===== config.mk =====
export PLATFORM = sky130hd
export DESIGN_NAME = mulf_seq
export DESIGN_NICKNAME = d
export VERILOG_FILES = /design/src/rtl/mulf_seq.sv
export SDC_FILE = /design/constraint.sdc
export NUM_CORES = 1
export LEC_CHECK = 0
export CORE_MARGIN = 4
export CORE_UTILIZATION = 40
export DETAILED_ROUTE_END_ITERATION = 10
export DONT_BUFFER_PORTS = 1
export SLEW_MARGIN = 20
export SYNTH_ARGS = -nofsm -noshare
export SYNTH_HDL_FRONTEND = slang
export SYNTH_SLANG_ARGS = --single-unit

===== constraint.sdc =====
create_clock -name clk -period 3.3 [get_ports clk]
set_input_delay 0.495 -clock clk [delete_from_list [all_inputs] [get_ports clk]]
set_output_delay 0.495 -clock clk [all_outputs]
set_load 0.03 [all_outputs]

===== src/rtl/mulf_seq.sv =====
// mulf_seq: iterative 1-8-7 float multiplier; shift-add mantissa product, valid/ready on both sides.
// Optional ROUND_NEAREST_EN: round-to-nearest-even in NORM instead of truncation.
module mulf_seq #(
   parameter int BIAS  = 127,
   parameter int MBITS = 7
) (
   input  logic        clk,
   input  logic        rst_n,
   input  logic        in_valid,
   output logic        in_ready,
   input  logic [15:0] a,
   input  logic [15:0] b,
   output logic        out_valid,
   input  logic        out_ready,
   output logic [15:0] result,
   output logic        ovf,
   output logic        unf,
   output logic        busy
);
   typedef enum logic [1:0] {IDLE, MUL, NORM, DONE} state_t;
   state_t      r_state;
   logic        r_sign;
   logic [7:0]  r_ea, r_eb, r_ma, r_mb;
   logic [15:0] r_prod;
   logic [2:0]  r_cnt;
   logic [15:0] r_result;
   logic        r_ovf, r_unf, r_out_valid;
   logic        w_hi;
   logic [6:0]  w_mant7, w_mant;
   logic [9:0]  w_e, w_ef;
   logic        w_zero, w_big, w_small;
   assign w_hi    = r_prod[15];
   assign w_mant7 = w_hi ? r_prod[14:8] : r_prod[13:7];
   assign w_e     = {2'b0, r_ea} + {2'b0, r_eb} - 10'(BIAS) + {9'b0, w_hi};
`ifdef ROUND_NEAREST_EN
   logic       w_guard, w_sticky, w_up;
   logic [7:0] w_rnd;
   assign w_guard  = w_hi ? r_prod[7] : r_prod[6];
   assign w_sticky = w_hi ? |r_prod[6:0] : |r_prod[5:0];
   assign w_up     = w_guard & (w_sticky | w_mant7[0]);
   assign w_rnd    = {1'b0, w_mant7} + {7'b0, w_up};
   assign w_mant   = w_rnd[6:0];
   // carry out of the mantissa bumps the exponent before the range checks
   assign w_ef     = w_e + {9'b0, w_rnd[7]};
`else
   assign w_mant   = w_mant7;
   assign w_ef     = w_e;
`endif
   assign w_zero  = (r_ea == 8'd0) || (r_eb == 8'd0);
   assign w_big   = $signed(w_ef) >= 10'sd255;
   assign w_small = $signed(w_ef) <= 10'sd0;
   always_ff @(posedge clk or negedge rst_n) begin
      if (!rst_n) begin
         r_state     <= IDLE;
         r_sign      <= 1'b0;
         r_ea        <= 8'd0;
         r_eb        <= 8'd0;
         r_ma        <= 8'd0;
         r_mb        <= 8'd0;
         r_prod      <= 16'd0;
         r_cnt       <= 3'd0;
         r_result    <= 16'd0;
         r_ovf       <= 1'b0;
         r_unf       <= 1'b0;
         r_out_valid <= 1'b0;
      end else begin
         case (r_state)
            IDLE: if (in_valid) begin
               r_sign  <= a[15] ^ b[15];
               r_ea    <= a[14:7];
               r_eb    <= b[14:7];
               r_ma    <= {1'b1, a[6:0]};
               r_mb    <= {1'b1, b[6:0]};
               r_prod  <= 16'd0;
               r_cnt   <= 3'd0;
               r_state <= MUL;
            end
            MUL: begin
               if (r_mb[r_cnt]) r_prod <= r_prod + ({8'd0, r_ma} << r_cnt);
               r_cnt <= r_cnt + 3'd1;
               if (r_cnt == 3'd7) r_state <= NORM;
            end
            NORM: begin
               r_ovf       <= !w_zero && w_big;
               r_unf       <= !w_zero && !w_big && w_small;
               r_result    <= w_zero || w_small && !w_big ? {r_sign, 15'd0} :
                              w_big ? {r_sign, 8'hFF, 7'h00} :
                              {r_sign, w_ef[7:0], w_mant[MBITS-1:0]};
               r_out_valid <= 1'b1;
               r_state     <= DONE;
            end
            DONE: if (out_ready) begin
               r_out_valid <= 1'b0;
               r_state     <= IDLE;
            end
         endcase
      end
   end
   assign in_ready  = r_state == IDLE;
   assign busy      = r_state != IDLE;
   assign out_valid = r_out_valid;
   assign result    = r_result;
   assign ovf       = r_ovf;
   assign unf       = r_unf;
endmodule


# Word-level counts from Yosys, hierarchy flattened
# Index checks and enable logic that the tools add are counted.
[word_totals]
inputBits = 36
wordCells = 65
regBits = 73
out_inout_bits = 21
[op_classes]
muxes = 16
bitwise = 1
n_addsub = 5
n_reduce_logical = 19
order_cmp = 3
eq_ne = 8
shifts = 1
[ops]
columns = ["op", "count"]
rows = [
  ["16-bit 2-to-1 mux", 2],
  ["16-bit one-hot mux with 2 select lines", 1],
  ["15-bit 2-to-1 mux", 2],
  ["16-bit adder", 1],
  ["8-bit logical NOT", 2],
  ["8-bit by 3-bit left shift with 16-bit output", 1],
  ["10-bit by 1-bit adder with 10-bit output", 1],
  ["10-bit by 9-bit greater-or-equal comparator with 1-bit output, second input constant", 1],
  ["10-bit by 1-bit <= comparator with 1-bit output, second input constant", 1],
  ["9-bit by 7-bit subtractor with 10-bit output, second input constant", 1],
  ["8-bit by 8-bit adder with 9-bit output", 1],
  ["2-bit != test, second input constant", 4],
  ["2-bit one-hot mux with 4 select lines", 1],
  ["7-bit 2-to-1 mux", 1],
  ["2-bit 2-to-1 mux", 3],
  ["3-bit one-hot mux with 2 select lines", 1],
  ["2-bit AND reduction", 3],
  ["3-bit AND reduction", 2],
  ["2-bit nonzero test", 3],
  ["2-bit == test, second input constant", 2],
  ["1-bit logical AND", 4],
  ["3-bit by 4-bit less-than comparator with 1-bit output, second input constant", 1],
  ["3-bit by 1-bit adder with 3-bit output, second input constant", 1],
  ["1-bit binary-select mux with 3-bit select", 1],
  ["other kinds (9)", 12],
]

# Longest topological paths before layout
# Gate-level depths: netlist of run 1.
[depth]
word_depth = 8
mapped_depth = 13
mapped_depth_nobuf = 12

# Worst setup path after synthesis of run 1
# Ideal clock, no wire load.
[synth_timing]
kind = "register to register"
start = "register r_prod[15]"
end = "register r_result[0], in the netlist result[0]"
period_less_slack_ps = 3192
path_stages_with_launch = 14
required_ps = 3162
setup_ps = 138
t_arrival_ps = 3054
path_slack_ps = 108
path_buffers = 1
path_cell_list = "dfrtp_1 > clkbuf_1 > inv_1 > ha_1 > inv_1 > ha_1 > inv_1 > fa_1 > nand2b_1 > a21oi_1 > xor2_1 > or3_1 > nor4_4 > o41ai_2"
[synth_via]
elab_chain_len = 6
elab_cells_between_ends = 9
cone_classes = "1 x add/sub; 2 x order compare; 3 x mux; 3 x reduce/logical"
[synth_lines]
columns = ["item", "line", "text"]
rows = [
  ["start: declaration", "24", "logic [15:0] r_prod;"],
  ["start signal: assignment", "79", "if (r_mb[r_cnt]) r_prod <= r_prod + ({8'd0, r_ma} << r_cnt);"],
  ["10-bit by 1-bit adder with 10-bit output", "34", "assign w_e = {2'b0, r_ea} + {2'b0, r_eb} - 10'(BIAS) + {9'b0, w_hi};"],
  ["10-bit by 9-bit greater-or-equal comparator with 1-bit output", "50", "assign w_big = $signed(w_ef) >= 10'sd255;"],
  ["1-bit logical NOT", "86", "r_result <= w_zero || w_small && !w_big ? {r_sign, 15'd0} :"],
  ["1-bit logical AND", "86", ""],
  ["1-bit logical OR", "86", ""],
  ["15-bit 2-to-1 mux (*)", "86", ""],
  ["end signal: assignment", "86", ""],
  ["end: declaration", "26", "logic [15:0] r_result;"],
]
# Mark *: on every way between the ends. The rest lies on a longest branch, timed or not.
# A chain may end at the register's enable or synchronous reset.

# Worst setup path in the final report of run 1
[layout_timing]
start = "register r_cnt[1]"
end = "register r_prod[15]"
[layout_via]
elab_chain_len = 4
elab_cells_between_ends = 8
cone_classes = "1 x add/sub; 1 x eq/ne; 1 x shift; 4 x mux; 1 x reduce/logical"
[layout_lines]
columns = ["item", "line", "text"]
rows = [
  ["start: declaration", "25", "logic [2:0] r_cnt;"],
  ["start signal: assignment", "80", "r_cnt <= r_cnt + 3'd1;"],
  ["8-bit by 3-bit left shift with 16-bit output / 1-bit binary-select mux with 3-bit select (equally long branches)", "79", ""],
  ["16-bit adder / 1-bit 2-to-1 mux (equally long branches)", "79", ""],
  ["16-bit 2-to-1 mux / 2-bit != test (equally long branches)", "-", ""],
  ["16-bit one-hot mux with 2 select lines / 3-bit AND reduction (equally long branches)", "-", ""],
]
# Several ways; a longest one is shown, not always the timed one. The select of a mux whose other input is x is not followed.

==> flow_summary.ini, run 1 <==
[clock_tree]
root_buffer = clkbuf_16
htree_levels = 3
cts_max_path_buffers = 2
clk_pin_slew_ns = 0.06
numCtsBuffers = 9
cts_num_sinks = 72
cts_tree = built
clock_latency_ns = 0.34

[worst_setup_path]
r2r-start = r_cnt[1]
r2r_end = r_prod[15]
cp_cell_sequence = buf_4, nor2_1, a21oi_1, nor2_1, a21oi_1, ha_1, a21o_1, a31o_1, nor3_1, a21oi_1, o2111a_1, a2111o_1
slowest_stage = dfrtp_1
r2r_slack_ns = 0.21
critPathLaunchType = flip-flop
crit_required_ns = 3.53
end_kind = flip-flop
worstPathArrival_ns = 3.32
cpPeakStageDelay_ns = 0.59
critPathCapture = r_prod[15]
worstSetupStartpoint = r_cnt[1]
critPathMostFrequentCell = a21oi_1
r2r_cells = 12
critPathKind = flip-flop to flip-flop
worstPathMaxFanout = 13

[floorplanning]
std_cell_rows = 38
core-area_um2 = 11030
initial_core_util_pct = 41.66
die_height_um = 115.2
die-area_um2 = 13270
io_pins = 57
die-width_um = 115.2

[timing]
tightest_slew_ns = 0.6305
finClkSkew_ns = 0.008260
fin_crit_ns = 3.092
finalSetupViolations = 0
setup_tns_ns = 0
fmax_mhz = 323.4
slew_violations = 0
max_slew_margin_pct = 57.88
fin_crit_sh_pct = 93.70
grt_setup_unrepaired = no
hold_violations = 0

[detailed_routing]
drc = 0
vias = 3347
drt-total-wl_um = 10030
viasPerCell = 5.692
antenna_left = 0
drt_iter0_drc = 147
wl_per_cell_um = 17.05
first_pass_iters = 4

[synth]
synthSimpleGateAreaFrac_pct = 10.89
synth_compound_area_share_pct = 19.87
synth_ff_type = dfrtp_1
syn_area_um2 = 4596
synthArstFlopShare_pct = 100.0
syn_inst = 434
synth_top_family_by_area = compound AO/OA/AOI/OAI gates
seq_area_frac_synth_pct = 39.21
synth_seq_cells = 72
synth-edff-count = 0
syn_area_per_cell_um2 = 10.59
synth_nets = 509
synthMuxAreaShare_pct = 12.58
synth_xor_area_share_pct = 2.831
synth_warnings = 0
yosysUniqueCellTypes = 63
synth_adder_area_share_pct = 10.94

[grt]
grt_pass1_vias = 3296
antenna_found_initial = 0
grt_usage_pct = 15.77
grt_pass1_wl_um = 16610
grt_max_degree = 73
grt-ovfl-total = 0

[place]
numPortBuffers = 0
gp_congestion = 0.9044
place_hpwl_um = 7509

[finish]
layout_commonest_cell = dfrtp_1
n_fill_cell = 1027
diodes = 0
fin_nets = 518
final_layout_size_suffix_gt1_share_pct = 18.30
final_cell_mix = dfrtp_1 (71), mux2_2 (38), ha_1 (37)
syn_to_final_growth_pct = 11.84

[job]
maxCapViolations = 0

[outcome]
outcome = finished, final reports clean

[hold_path]
hold_path.class = input pin to async pin
[cell families (layout without fill, tap and decap cells)]
family / after synthesis / count (layout)
muxes: 53 / 53
AOI/OAI and AO/OA: 114 / 114
DFF: 72 / 72
buffers and inverters: 42 / 56
adders and majority gates: 39 / 39
xor gates and xnor gates: 14 / 14
and+or+nand+nor: 100 / 100
[flip-flops by register name, summed over array words and instances (netlist names)]
name       flops
r_sign         1
ovf            1
r_cnt          3
r_prod        16
r_ma           8
unf            1
r_eb           8
result        16
r_ea           8
r_state        2
r_mb           7
out_valid      1
[metrics by stage]
step | instances | hold slack [ns] | worst slack [ns] | utilization [%] | instance area (um^2)
floorplan | 434 | 0.1994 | 0.1082 | - | 4596
global placement | 571 | 0.2029 | 0.2049 | 43.46 | 4793
detailed placement | 571 | 0.2031 | 0.1264 | 43.46 | 4793
CTS | 588 | 0.04640 | 0.1128 | 46.59 | 5139
global route | 588 | 0.05686 | 0.001512 | 46.60 | 5140
finish | 588 | 0.03750 | 0.2079 | 46.60 | 5140
[how the worst min path moves through the flow]
stage	start	end	slack, ns	depth (start not counted)
after floorplan	rst_n	out_valid	0.20	0
after global placement	rst_n	result[14]	0.20	0
after detailed placement	rst_n	result[12]	0.20	0
after CTS	rst_n	result[3]	0.05	1
after global routing	rst_n	r_eb[0]	0.06	1
final	rst_n	result[3]	0.04	1
[synth_stat cells (8+ instances only)]
master | n | share of area (%)
dfrtp_1 | 72 | 39
mux2_2 | 38 | 9.3
ha_1 | 37 | 10
nand2_1 | 32 | 2.6
inv_1 | 26 | 2.1
nor2_1 | 26 | 2.1
a21oi_1 | 20 | 2.2
mux2i_1 | 15 | 3.3
o21ai_0 | 15 | 1.6
a22o_1 | 14 | 2.7
a21o_1 | 12 | 2.0
clkbuf_1 | 9 | 0.74
xnor2_1 | 8 | 1.5
[worst max-delay path: cells and delay by family (launching register included)]
kind / cells / cell delay, ns
buffers and inverters: 1 / 0.23
adder cells (fa/ha/maj): 1 / 0.31
AND/OR/NAND/NOR: 3 / 0.32
AO/OA/AOI/OAI: 7 / 1.53
flip-flops: 1 / 0.59
[cell type report]
class,instances,area (um^2),share of cell area (%)
multi-input combinational,320,2625,51.07
sequential,72,1803,35.08
tap,140,175.2,3.408
clock inverter,4,51.30,0.9981
clock buffer,12,266.5,5.185
inverter,27,101.3,1.972
timing repair buffer,13,117.6,2.288
[what timing repair did]
item,4_1_cts,5_1_grt
resized for setup,0,3
setup buffers,0,0
hold endpoints to repair,72,0
endpoints found under the setup margin,0,4
hold buffers,1,0
[routing by layer]
layer	share of wire (%)	global-route usage [%]
met1	45	19.90
met2	49	25.77
met3	5.4	5.211
met4	1.1	4.695
met5	0	0
Power of run 1 is left out: the tool's default activity adds up to more than one toggle a clock period on the data nets, which glitch-free logic cannot reach.
==> inputs of run 2 (changes only) <==
Settings changed: CORE_MARGIN 4 to not set, CORE_UTILIZATION 40 to 30.
==> run 2 against run 1 <==
Net effect:
- register-to-register slack hardly changed
- critical path depth is 1 lower
- die area is 19% higher
- core utilization is 12 points lower
- first-iteration DRC count down 20%
- via count rose by 0.66%
- count of clock-buffer cells in the layout is 3 lower
- clock skew decreased by 0.0019 ns
- setup slack improved by 0.012 ns
- sequential cell count unchanged
- worst hold slack improved by 0.020 ns
- fmax is 0.40% higher
- critical path type unchanged
- largest cell class unchanged
==> flow_summary.ini, run 2 (synthesized netlist as in run 1, its figures left out) <==
[finish]
finalNonFillerCells = 631
final_core_util_pct = 35.08
fin_nets = 517
layout_commonest_cell = dfrtp_1
diodes = 0
syn_to_final_growth_pct = 12.63
n_fill_cell = 1484
final_layout_size_suffix_gt1_share_pct = 18.57
final_cell_mix = dfrtp_1 (71), mux2_2 (38), ha_1 (37)

[detailed_routing]
wl_per_cell_um = 16.40
drt-total-wl_um = 10350
dr_wl_met2_um = 5184
drt_iter0_drc = 117
antenna_left = 0
drt-met1-wl_um = 4534
routed.top_layer = met4
drc = 0
first_pass_iters = 4
met3WireLength_um = 483
vias = 3369
viasPerCell = 5.339

[grt]
grt-ovfl-total = 0
grt_pass1_wl_um = 17170
grt_max_degree = 73
antenna_found_initial = 0
grt_usage_pct = 13.54
grt_pass1_vias = 3500

[clock_tree]
cts_max_path_buffers = 2
post_cts_buffers = 0
cts_num_sinks = 72
numCtsBuffers = 9
clk_pin_slew_ns = 0.06
htree_levels = 3
root_buffer = clkbuf_16
cts_tree = built
clock_latency_ns = 0.33

[timing]
slew_violations = 0
finalSetupViolations = 0
fin_crit_ns = 3.080
hold_violations = 0
fmax_mhz = 324.7
tightest_slew_ns = 0.6122
fin_ws_ns = 0.2204
grt_setup_unrepaired = no
setup_tns_ns = 0
fin_crit_sh_pct = 93.32
finClkSkew_ns = 0.006397
max_slew_margin_pct = 58.89

[worst_setup_path]
end_kind = flip-flop
slowest_stage = dfrtp_2
critPathKind = flip-flop to flip-flop
crit_required_ns = 3.57
worstPathArrival_ns = 3.35
cp_cell_sequence = mux2i_1, nor2_1, a31oi_1, nor2_1, ha_1, a211o_1, a2111oi_2, o31ai_2, a2111o_1, nand3_1, a22o_1
cpPeakStageDelay_ns = 0.48
critPathLaunchType = flip-flop
worstPathMaxFanout = 9
critPathMostFrequentCell = nor2_1

[floorplanning]
die_height_um = 125.8
die-area_um2 = 15820
std_cell_rows = 44
core-area_um2 = 14750
io_pins = 57
die-width_um = 125.8
initial_core_util_pct = 31.15

[hold_path]
hold_path.class = input pin to async pin

[outcome]
outcome = finished, final reports clean

[job]
maxCapViolations = 0

[place]
dp_slack_ns = 0.1388
place_hpwl_um = 7824
gp_congestion = 0.8747
numPortBuffers = 0
place_inst = 614
run 2: final cells by class:
class / instances / area (um^2) / share of cell area (%)
Clock buffer: 9 / 225.2 / 4.351
Clock inverter: 7 / 71.32 / 1.378
Inverter: 27 / 101.3 / 1.958
Multi-Input combinational cell: 320 / 2635 / 50.91
Sequential cell: 72 / 1803 / 34.83
Tap cell: 184 / 230.2 / 4.448
Timing Repair Buffer: 12 / 110.1 / 2.127
run 2: routing by layer:
layer | vias to the layer above | track usage, %
li1 | 1628 | -
met1 | 1662 | 16.22
met2 | 65 | 23.99
met3 | 14 | 3.781
met4 | 0 | 3.189
met5 | - | 0
run 2: final timing paths:
path / startpoint / to / slack, ns / cells after the start
worst max-delay path: r_cnt[0] / r_prod[12] / 0.22 / 11
worst min-delay path: rst_n / r_mb[4] / 0.06 / 1
worst max register to register: r_cnt[0] / r_prod[12] / 0.22 / 11
worst min register to register: r_sign / r_sign / 0.49 / 2
max in group asynchronous: rst_n / r_cnt[0] / 2.97 / 1
min in group clk: out_ready / out_valid / 0.28 / 1
run 2: stage by stage:
step / hold WS [ns] / instance area (um^2)
2_1_floorplan: 0.1994 / 4596
3_3_place_gp: 0.2013 / 4841
3_5_place_dp: 0.2013 / 4841
4_1_cts: 0.06604 / 5165
5_1_grt: 0.08433 / 5176
6_report: 0.05712 / 5176
run 2: repair_timing:
action,in CTS,in global routing
endpoints found under the setup margin,0,5
gates resized for setup,0,3
hold endpoints to repair,72,0
hold buffers,1,0
run 2: worst max-delay path: cells and delay by family, from the launching register on:
family | cells | cell delay (ns)
flip-flops | 1 | 0.48
multiplexers | 1 | 0.27
AND/OR/NAND/NOR | 3 | 0.20
AO/OA/AOI/OAI | 6 | 1.74
adder cells (fa/ha/maj) | 1 | 0.34
Power of run 2 is left out for the same reason.
